`src/rtl/pipelined_booth_mul_pkg.sv`:
```
// Shared types and constants for the 16x16 radix-4 Booth / Wallace multiplier.
//   WIDTH      operand width (16)
//   PROD_W     product width (32)
//   NUM_PP     Booth partial products (9, covering the 18-bit extended multiplier)
//   EXT_W      extended operand width (18)
//   PP_W       partial-product row width before placement (19, holds +/-2X)
//   SEXT_CONST sign-extension prevention constant, merged with the +1 correction bits
package pipelined_booth_mul_pkg;

  localparam int WIDTH    = 16;
  localparam int PROD_W   = 2 * WIDTH;
  localparam int NUM_PP   = 9;
  localparam int EXT_W    = 18;
  localparam int PP_W     = EXT_W + 1;
  localparam int NUM_ROWS = NUM_PP + 1;

  typedef enum logic [2:0] {ZERO, POS1, POS2, NEG1, NEG2} booth_digit_t;

  typedef logic [PP_W-1:0] pp_array_t [NUM_PP];

  // Each row is stored with its sign bit inverted, which adds 2^(PP_W-1) at the
  // row's weight. This constant subtracts all of those offsets back out. Its
  // low bits are zero, so the correction bits can be OR-ed into the same row.
  function automatic logic [PROD_W-1:0] sext_comp_const();
    logic [PROD_W-1:0] acc;
    acc = '0;
    for (int i = 0; i < NUM_PP; i++) begin
      acc = acc + (PROD_W'(1) << (PP_W - 1 + 2 * i));
    end
    return ~acc + PROD_W'(1);
  endfunction

  localparam logic [PROD_W-1:0] SEXT_CONST = sext_comp_const();

  function automatic booth_digit_t booth_decode(input logic [2:0] w);
    case (w)
      3'b001, 3'b010: return POS1;
      3'b011:         return POS2;
      3'b100:         return NEG2;
      3'b101, 3'b110: return NEG1;
      default:        return ZERO;
    endcase
  endfunction

  function automatic logic [PROD_W-1:0] csa_sum(input logic [PROD_W-1:0] a, b, c);
    return a ^ b ^ c;
  endfunction

  function automatic logic [PROD_W-1:0] csa_carry(input logic [PROD_W-1:0] a, b, c);
    return ((a & b) | (a & c) | (b & c)) << 1;
  endfunction

endpackage

```
`src/rtl/booth_pp_gen.sv`:
```
// One radix-4 Booth partial-product row.
//   window  3-bit Booth window {y[2i+1], y[2i], y[2i-1]}
//   x_ext   18-bit extended multiplicand
//   row     19-bit row: 0, X, 2X or their one's complement
//   neg     1 when the row was complemented; the +1 is added in the tree
module booth_pp_gen
  import pipelined_booth_mul_pkg::*;
(
  input  logic [2:0]       window,
  input  logic [EXT_W-1:0] x_ext,
  output logic [PP_W-1:0]  row,
  output logic             neg
);

  booth_digit_t    digit;
  logic [PP_W-1:0] x1;
  logic [PP_W-1:0] x2;

  assign digit = booth_decode(window);
  assign x1    = {x_ext[EXT_W-1], x_ext};
  assign x2    = {x_ext, 1'b0};

  always_comb begin
    row = '0;
    neg = 1'b0;
    case (digit)
      POS1: row = x1;
      POS2: row = x2;
      NEG1: begin
        row = ~x1;
        neg = 1'b1;
      end
      NEG2: begin
        row = ~x2;
        neg = 1'b1;
      end
      default: row = '0;
    endcase
  end

endmodule

```
`src/rtl/pipelined_radix4_booth_wallace16.sv`:
```
// Four-stage 16x16 -> 32 signed/unsigned multiplier.
//   stage 1: capture operands and signedFlag
//   stage 2: Booth recode, register 9 partial products + correction bits
//   stage 3: Wallace 3:2 tree down to sum/carry
//   stage 4: carry-propagate add into out
// Ports:
//   clk, rst_n (async, active low), run (global advance enable),
//   signedFlag, multiplicand[15:0], multiplier[15:0], out[31:0]
//   out_valid (only when PIPELINED_BOOTH_MUL_VALID_EN is defined)
module pipelined_radix4_booth_wallace16 #(
  parameter int WIDTH  = 16,
  parameter int STAGES = 4
) (
  input  logic               clk,
  input  logic               rst_n,
  input  logic               run,
  input  logic               signedFlag,
  input  logic [WIDTH-1:0]   multiplicand,
  input  logic [WIDTH-1:0]   multiplier,
  output logic [2*WIDTH-1:0] out
`ifdef PIPELINED_BOOTH_MUL_VALID_EN
  ,
  output logic               out_valid
`endif
);

  import pipelined_booth_mul_pkg::*;

  if (WIDTH != 16 || STAGES != 4) begin : g_cfg_check
    $error("pipelined_radix4_booth_wallace16 supports only WIDTH=16, STAGES=4");
  end

  // stage 1
  logic [WIDTH-1:0] s1_x;
  logic [WIDTH-1:0] s1_y;
  logic             s1_sgn;

  always_ff @(posedge clk or negedge rst_n) begin
    if (!rst_n) begin
      s1_x   <= '0;
      s1_y   <= '0;
      s1_sgn <= 1'b0;
    end else if (run) begin
      s1_x   <= multiplicand;
      s1_y   <= multiplier;
      s1_sgn <= signedFlag;
    end
  end

  // stage 2: recoding
  logic [EXT_W-1:0]  x_ext;
  logic [EXT_W-1:0]  y_ext;
  logic [EXT_W:0]    y_win;
  pp_array_t         pp_d;
  pp_array_t         s2_pp;
  logic [NUM_PP-1:0] neg_d;
  logic [NUM_PP-1:0] s2_neg;

  assign x_ext = {{(EXT_W-WIDTH){s1_sgn & s1_x[WIDTH-1]}}, s1_x};
  assign y_ext = {{(EXT_W-WIDTH){s1_sgn & s1_y[WIDTH-1]}}, s1_y};
  assign y_win = {y_ext, 1'b0};

  for (genvar i = 0; i < NUM_PP; i++) begin : g_pp
    booth_pp_gen u_pp (
      .window (y_win[2*i+2 -: 3]),
      .x_ext  (x_ext),
      .row    (pp_d[i]),
      .neg    (neg_d[i])
    );
  end

  always_ff @(posedge clk or negedge rst_n) begin
    if (!rst_n) begin
      for (int i = 0; i < NUM_PP; i++) s2_pp[i] <= '0;
      s2_neg <= '0;
    end else if (run) begin
      s2_pp  <= pp_d;
      s2_neg <= neg_d;
    end
  end

  // stage 3: row placement and Wallace reduction 10 -> 7 -> 5 -> 4 -> 3 -> 2
  logic [PROD_W-1:0] l0 [NUM_ROWS];
  logic [PROD_W-1:0] l1 [7];
  logic [PROD_W-1:0] l2 [5];
  logic [PROD_W-1:0] l3 [4];
  logic [PROD_W-1:0] l4 [3];
  logic [PROD_W-1:0] corr_row;
  logic [PROD_W-1:0] sum_d;
  logic [PROD_W-1:0] carry_d;
  logic [PROD_W-1:0] s3_sum;
  logic [PROD_W-1:0] s3_carry;

  // sign bit inverted; bits shifted past bit 31 drop out (mod 2^32)
  for (genvar i = 0; i < NUM_PP; i++) begin : g_row
    assign l0[i] = {{(PROD_W-PP_W){1'b0}}, ~s2_pp[i][PP_W-1], s2_pp[i][PP_W-2:0]} << (2*i);
  end

  always_comb begin
    corr_row = SEXT_CONST;
    for (int i = 0; i < NUM_PP; i++) corr_row[2*i] = s2_neg[i];
  end
  assign l0[NUM_PP] = corr_row;

  for (genvar g = 0; g < 3; g++) begin : g_l1
    assign l1[2*g]   = csa_sum  (l0[3*g], l0[3*g+1], l0[3*g+2]);
    assign l1[2*g+1] = csa_carry(l0[3*g], l0[3*g+1], l0[3*g+2]);
  end
  assign l1[6] = l0[9];

  for (genvar g = 0; g < 2; g++) begin : g_l2
    assign l2[2*g]   = csa_sum  (l1[3*g], l1[3*g+1], l1[3*g+2]);
    assign l2[2*g+1] = csa_carry(l1[3*g], l1[3*g+1], l1[3*g+2]);
  end
  assign l2[4] = l1[6];

  assign l3[0] = csa_sum  (l2[0], l2[1], l2[2]);
  assign l3[1] = csa_carry(l2[0], l2[1], l2[2]);
  assign l3[2] = l2[3];
  assign l3[3] = l2[4];

  assign l4[0] = csa_sum  (l3[0], l3[1], l3[2]);
  assign l4[1] = csa_carry(l3[0], l3[1], l3[2]);
  assign l4[2] = l3[3];

  assign sum_d   = csa_sum  (l4[0], l4[1], l4[2]);
  assign carry_d = csa_carry(l4[0], l4[1], l4[2]);

  always_ff @(posedge clk or negedge rst_n) begin
    if (!rst_n) begin
      s3_sum   <= '0;
      s3_carry <= '0;
    end else if (run) begin
      s3_sum   <= sum_d;
      s3_carry <= carry_d;
    end
  end

  // stage 4
  always_ff @(posedge clk or negedge rst_n) begin
    if (!rst_n) begin
      out <= '0;
    end else if (run) begin
      out <= s3_sum + s3_carry;
    end
  end

`ifdef PIPELINED_BOOTH_MUL_VALID_EN
  logic [STAGES-1:0] vld;

  always_ff @(posedge clk or negedge rst_n) begin
    if (!rst_n) begin
      vld <= '0;
    end else if (run) begin
      vld <= {vld[STAGES-2:0], 1'b1};
    end
  end

  assign out_valid = vld[STAGES-1];
`endif

endmodule

```
`config.mk`:
```
export PLATFORM = sky130hd
export DESIGN_NAME = pipelined_radix4_booth_wallace16
export DESIGN_NICKNAME = d
export VERILOG_FILES = /design/src/rtl/pipelined_booth_mul_pkg.sv /design/src/rtl/booth_pp_gen.sv /design/src/rtl/pipelined_radix4_booth_wallace16.sv
export SDC_FILE = /design/constraint.sdc
export NUM_CORES = 1
export LEC_CHECK = 0
export CORE_ASPECT_RATIO = 0.8
export CORE_UTILIZATION = 38
export DETAILED_ROUTE_END_ITERATION = 8
export GPL_ROUTABILITY_DRIVEN = 0
export PLACE_DENSITY = 0.59
export SYNTH_ARGS = -nofsm -noshare
export SYNTH_HDL_FRONTEND = slang
export SYNTH_SLANG_ARGS = --single-unit
```
`constraint.sdc`:
```
create_clock -name clk -period 5.1 [get_ports clk]
set_input_delay 0.51 -clock clk [delete_from_list [all_inputs] [get_ports clk]]
set_output_delay 0.51 -clock clk [all_outputs]
set_load 0.02 [all_outputs]
```
; ---- Word level (Yosys, flattened, before mapping)
; Index checks and enable logic that the tools add are counted.
; W data, S select, Z words.
[word_totals]
out_inout_bits = 32
register_bits = 304
[op_classes]
bitwise = 67
n_reduce_logical = 25
n_eq_ne = 87
mux = 27
add_sub_neg = 1
[op_table]
columns = cell, n
row1 = $pmux W19 S4, 7
row2 = $or A31 B31 Y31, 9
row3 = $and A31 B31 Y31, 8
row4 = $xor A32 B32 Y32, 6
row5 = $eq A3 B2 Y1 const B, 34
row6 = $eq A3 B3 Y1 const B, 33
row7 = $pmux W3 S4, 8
row8 = $and A30 B31 Y31, 3
row9 = $pmux W18 S4, 1
row10 = $pmux W16 S4, 1
row11 = $xor A30 B32 Y32, 2
row12 = $and A31 B30 Y31, 2
row13 = $or A29 B29 Y29, 2
row14 = $eq A3 B1 Y1 const B, 17
row15 = $reduce_or A2 Y1, 25
row16 = $not A19 Y19, 2
row17 = $add A32 B32 Y32, 1
row18 = $xor A31 B32 Y32, 1
row19 = $and A29 B31 Y31, 1
row20 = $or A30 B31 Y31, 1
row21 = $and A29 B30 Y30, 1
row22 = $xor A29 B30 Y30, 1
row23 = $and A23 B29 Y29, 1
row24 = $and A24 B29 Y29, 1
row25 = 23 further kinds, 39

; ---- Logic depth before layout (Yosys ltp)
[logic_depth]
depth_word = 16
depth_mapped = 11
depth_no_buf = 11

; ---- Cells and area by module
; A second synthesis with hierarchy kept.
[hier_totals]
cells_unflattened = 1933
hier_area_um2 = 22076.2
[by_module_without_submodules]
columns = module, cells_each, seq_area_each_um2, instances, area_each_um2
row1 = pipelined_radix4_booth_wallace16, 1294, 7532.2, 1, 16220.6
row2 = booth_pp_gen, 71, 0.0, 9, 650.6

; ---- Worst setup path after synthesis
; OpenSTA, ideal clock, no wires.
[synth_timing]
path_type = register to register
start = register s2_pp, in the netlist l0[141]
end = register s3_sum[14]
synth_period_minus_slack_ps = 3204
path_stages_with_launch = 11
arrival_time_ps = 3079
setup_slack_ps = 1896
path_cell_list = dfrtp_1 -> inv_1 -> fa_1 -> inv_1 -> fa_1 -> inv_1 -> fa_1 -> fa_1 -> inv_1 -> fa_1 -> mux2_2
[synth_between]
elab_chain_cells = 10
[synth_lines]
columns = element, line_no
row1 = "start, declared", pipelined_radix4_booth_wallace16.sv:55  ; pp_array_t s2_pp;
row2 = "start signal, assigned", pipelined_radix4_booth_wallace16.sv:77  ; s2_pp <= pp_d;
row3 = $xor A27 B29 Y29 / $and A25 B29 Y29 (equally long branches), "pipelined_booth_mul_pkg.sv:46, pipelined_booth_mul_pkg.sv:50"
row4 = $and A23 B29 Y29 / $or A27 B29 Y29 (equally long branches), pipelined_booth_mul_pkg.sv:50  ; return ((a & b) | (a & c) | (b & c)) << 1;
row5 = $or A24 B29 Y29 / $or A29 B29 Y29 (equally long branches), pipelined_booth_mul_pkg.sv:50
row6 = $or A29 B29 Y29 / $xor A30 B32 Y32 (equally long branches), "pipelined_booth_mul_pkg.sv:50, pipelined_booth_mul_pkg.sv:46"
row7 = $xor A29 B30 Y30 / $xor A32 B32 Y32 (equally long branches), pipelined_booth_mul_pkg.sv:46  ; return a ^ b ^ c;
row8 = $xor A30 B32 Y32, pipelined_booth_mul_pkg.sv:46
row9 = $xor A32 B32 Y32 (2 in series), pipelined_booth_mul_pkg.sv:46
row10 = $xor A32 B32 Y32 * (2 in series), pipelined_booth_mul_pkg.sv:46
row11 = named net sum_d[14], pipelined_radix4_booth_wallace16.sv:89  ; logic [PROD_W-1:0] sum_d;
row12 = "end signal, assigned", pipelined_radix4_booth_wallace16.sv:134  ; s3_sum <= sum_d;
row13 = "end, declared", pipelined_radix4_booth_wallace16.sv:91  ; logic [PROD_W-1:0] s3_sum;
; Mark *: on every way through the listed nets, which the timed path passes. The rest lies on a longest branch.
; A chain may end at the register's enable or synchronous reset.

; ---- Final worst setup path
; Same ends and word-level chain as after synthesis.

==> reports/qor.yml <==
setup_path:
  nature_of_the_critical_path_endpoint: "register"
  r2r.worst_path.cells: 10
  worst_path_class_setup: "register to register"
  timing.critical_path.required_ns: 5.52
  critical_path.reg2reg.startpoint: "l0[141]$_DFFE_PN0P_"
  cp-start-kind: "register"
  regToRegSetupSlack_ns: 1.78
  rr_endpoint: "s3_sum[14]$_DFFE_PN0P_"
  worst-path-max-fanout: 2
  worst_ep_arrival_time_ns: 3.74
clocking:
  cts_htree_levels: 2
  cts.path.max_buffers: 3
  worstSkewPairLatency_ns: 0.54
  tritoncts: "done"
  cts_num_sinks: 294
  clk_root_buffer_cell: "sky130_fd_sc_hd__clkbuf_16"
  cts-buffers-inserted: 34
  post_cts_resized: 0
  cts_setup_buffers: 0
  cts.clk_slew.worst_paths_ns: 0.06
  cts_hold_buffers: 1
synth:
  yosys_most_used_dff: "sky130_fd_sc_hd__dfrtp_1"
  synth_edf_count: 0
  compound_gate_fraction_of_synth_area_pct: 14.70
  post_synth_xor_area_fraction_pct: 6.857
  synth-simple-area-share_pct: 9.991
  mappedNetlistArea_sq_mm: 0.01929
  post-synth-top-area-fraction_pct: 38.15
  synthDominantAreaCellType: "sky130_fd_sc_hd__dfrtp_1"
  synth-warning-count: 0
  post_syn_area_per_cell_sq_um: 9.543
  synth_adder_area_share_pct: 17.40
  syn-num-nets: 2258
  yosys-top-cells-area: "sky130_fd_sc_hd__dfrtp_1, sky130_fd_sc_hd__fa_1, sky130_fd_sc_hd__xnor2_1, sky130_fd_sc_hd__ha_1, sky130_fd_sc_hd__nor2_1"
  post_synth_inst_count: 2021
  ys_types: 62
  synth-seq-cells: 294
  synthArstFlopShare_pct: 100.0
  synth_sequential_area_ratio_pct: 38.15
  synth.area.mux_share_pct: 6.293
  main_combinational_cell_family_by_area_after_synthesis: "adder cells"
finish:
  layout-drive-gt1-share_pct: 10.16
  antenna_cells_inserted: 0
  layout_commonest_cell: "sky130_fd_sc_hd__nor2_1"
  syn2layout_area_growth_pct: 12.77
  mostFrequentLayoutCells: "sky130_fd_sc_hd__nor2_1, sky130_fd_sc_hd__dfrtp_1, sky130_fd_sc_hd__a21oi_1, sky130_fd_sc_hd__inv_1, sky130_fd_sc_hd__xnor2_1"
  nNetsFinal: 2242
  n_fill_cell: 4806
floorplan:
  core_region_area_sq_mm: 0.04987
  floorplan.initialDensity_pct: 38.67
  dieArea_sq_mm: 0.05166
  io_pins: 68
  chipWidth_microns: 253.9
  die-height_microns: 203.5
  rows: 73
route:
  num_vias: 14360
  via_per_inst: 5.313
  route.detailed.wl_per_inst_microns: 19.61
  drc: 0
  drtAntennaViolNets: 0
  wl_mm: 53.02
  detailedRoute.firstPassIterationCount: 5
  drt_iter0_markers: 1247
sta:
  max_freq_ghz: 0.3011
  period_minus_slack_ns: 3.322
  final_hold_viol_count: 0
  min_period_over_period_pct: 65.13
  tightest_slew_ns: 1.331
  fin_tns_setup_ns: 0
  clock_skew_ns: 0.01501
  timing.final.setup_violations: 0
  timing_max_transition_violations_final: 0
  grt_setup_unrepaired: "false"
  maxSlewHeadroom_pct: 10.97
global_route:
  grt.overflow.total: 0
  grt_first_pass_wirelength_mm: 83.06
  initial_antenna_violation_count: 1
  gr-usage-all-layers_pct: 20.84
  grt_pass1_vias: 14110
  grt_start_max_net_pins: 156
power:
  p_leak_uw: 0.009383
  ir_drop_uv: 299.4
  pwr_density_cell_mw_per_mm2: 646.9
  p_total_uw: 14070
place:
  port_buffers: 67
  post-dp-hpwl_mm: 36.48
flow_run:
  drv.max_cap_violation_count: 0
hold_path:
  worstHoldStart: "run"
  hold_path_end: "out[14]$_DFFE_PN0P_"
  worst_hold_path_type: "input port to register"
  worstHoldPathCells: 2
status:
  outcome: "complete, no violations"
## synthesized netlist by cell type, types with 19 or more instances
cell type                  instances
sky130_fd_sc_hd__o22ai_1          30
sky130_fd_sc_hd__xnor2_1         137
sky130_fd_sc_hd__a211oi_1         68
sky130_fd_sc_hd__dfrtp_1         294
sky130_fd_sc_hd__nand2_1         111
sky130_fd_sc_hd__nor2_1          296
sky130_fd_sc_hd__mux2_2           94
sky130_fd_sc_hd__a21oi_1         179
sky130_fd_sc_hd__inv_1           175
sky130_fd_sc_hd__nand3_1          19
sky130_fd_sc_hd__ha_1             89
sky130_fd_sc_hd__o21ai_0          84
sky130_fd_sc_hd__fa_1            112
sky130_fd_sc_hd__clkbuf_1        132
## worst max-delay path, stage by stage, from the launching register on
cell and delay, ns:
sky130_fd_sc_hd__dfrtp_1 0.32, sky130_fd_sc_hd__inv_1 0.06, sky130_fd_sc_hd__fa_1 0.53, sky130_fd_sc_hd__inv_1 0.06, sky130_fd_sc_hd__fa_1 0.53, sky130_fd_sc_hd__inv_1 0.05, sky130_fd_sc_hd__fa_1 0.39, sky130_fd_sc_hd__fa_1 0.53
sky130_fd_sc_hd__inv_1 0.05, sky130_fd_sc_hd__fa_1 0.43, sky130_fd_sc_hd__mux2_2 0.27
## cell type report
cell class | count | area [sq um] | share of cell area, %
inverters | 176 | 660.6 | 3.038
repair buffers | 108 | 1028 | 4.729
clock inverters | 11 | 166.4 | 0.7652
clock buffers | 48 | 1027 | 4.723
flip-flops and latches | 294 | 7357 | 33.83
well taps | 675 | 844.6 | 3.883
multi-input cells | 1391 | 10660 | 49.03
## how the worst max path moves through the flow
stage | startpoint | to | slack (ns)
finish | l0[141]$_DFFE_PN0P_ | s3_sum[14]$_DFFE_PN0P_ | 1.78
CTS | l0[141]$_DFFE_PN0P_ | s3_sum[14]$_DFFE_PN0P_ | 1.76
detailed placement | l0[141]$_DFFE_PN0P_ | s3_sum[14]$_DFFE_PN0P_ | 1.74
floorplan | l0[141]$_DFFE_PN0P_ | s3_sum[14]$_DFFE_PN0P_ | 1.90
global placement | l0[141]$_DFFE_PN0P_ | s3_sum[14]$_DFFE_PN0P_ | 1.82
global route | l0[141]$_DFFE_PN0P_ | s3_sum[14]$_DFFE_PN0P_ | 1.68
## logic make-up after synthesis
logic type,Yosys count
AOI/OAI and AO/OA,456
muxes,109
buffers and inverters,336
adders and majority gates,201
xor gates and xnor gates,151
DFF,294
and+or+nand+nor,474
## metrics by stage
stage / cell area (sq um) / hold WS, ns / cells / setup WS [ns] / util [%]
finish: 21750 / 0.3937 / 2703 / 1.778 / 43.61
global route: 21750 / 0.4177 / 2703 / 1.681 / 43.61
CTS: 21750 / 0.3790 / 2703 / 1.757 / 43.61
detailed placement: 20540 / 0.4725 / 2643 / 1.741 / 41.20
global placement: 20540 / 0.4737 / 2643 / 1.817 / 41.20
floorplan: 19290 / 0.2144 / 2021 / 1.896 / -
## where the power goes
part | internal (uW) | switching (uW)
sequential | 3010 | 473
clock | 1610 | 1030
combinational | 3520 | 4430
## per-layer routing
metal  vias up  wire (microns)  track usage, %  part of all wire, %
met3        71            4587           4.735                  8.7
met1      7059           25200           31.70                   48
li1       6730               -               -                    -
met2       498           22300           29.84                   42
met5         -              85           1.714                 0.16
met4         2             847           4.260                  1.6
## sequential cells by signal (all words and copies together) (netlist names)
signal and flops:
l0 160, out 32, s3_sum 32, s3_carry 28, s1_x 16, s1_y 16
s2_neg 9, s1_sgn 1
No activity file was read; power rests on OpenSTA's default activity.
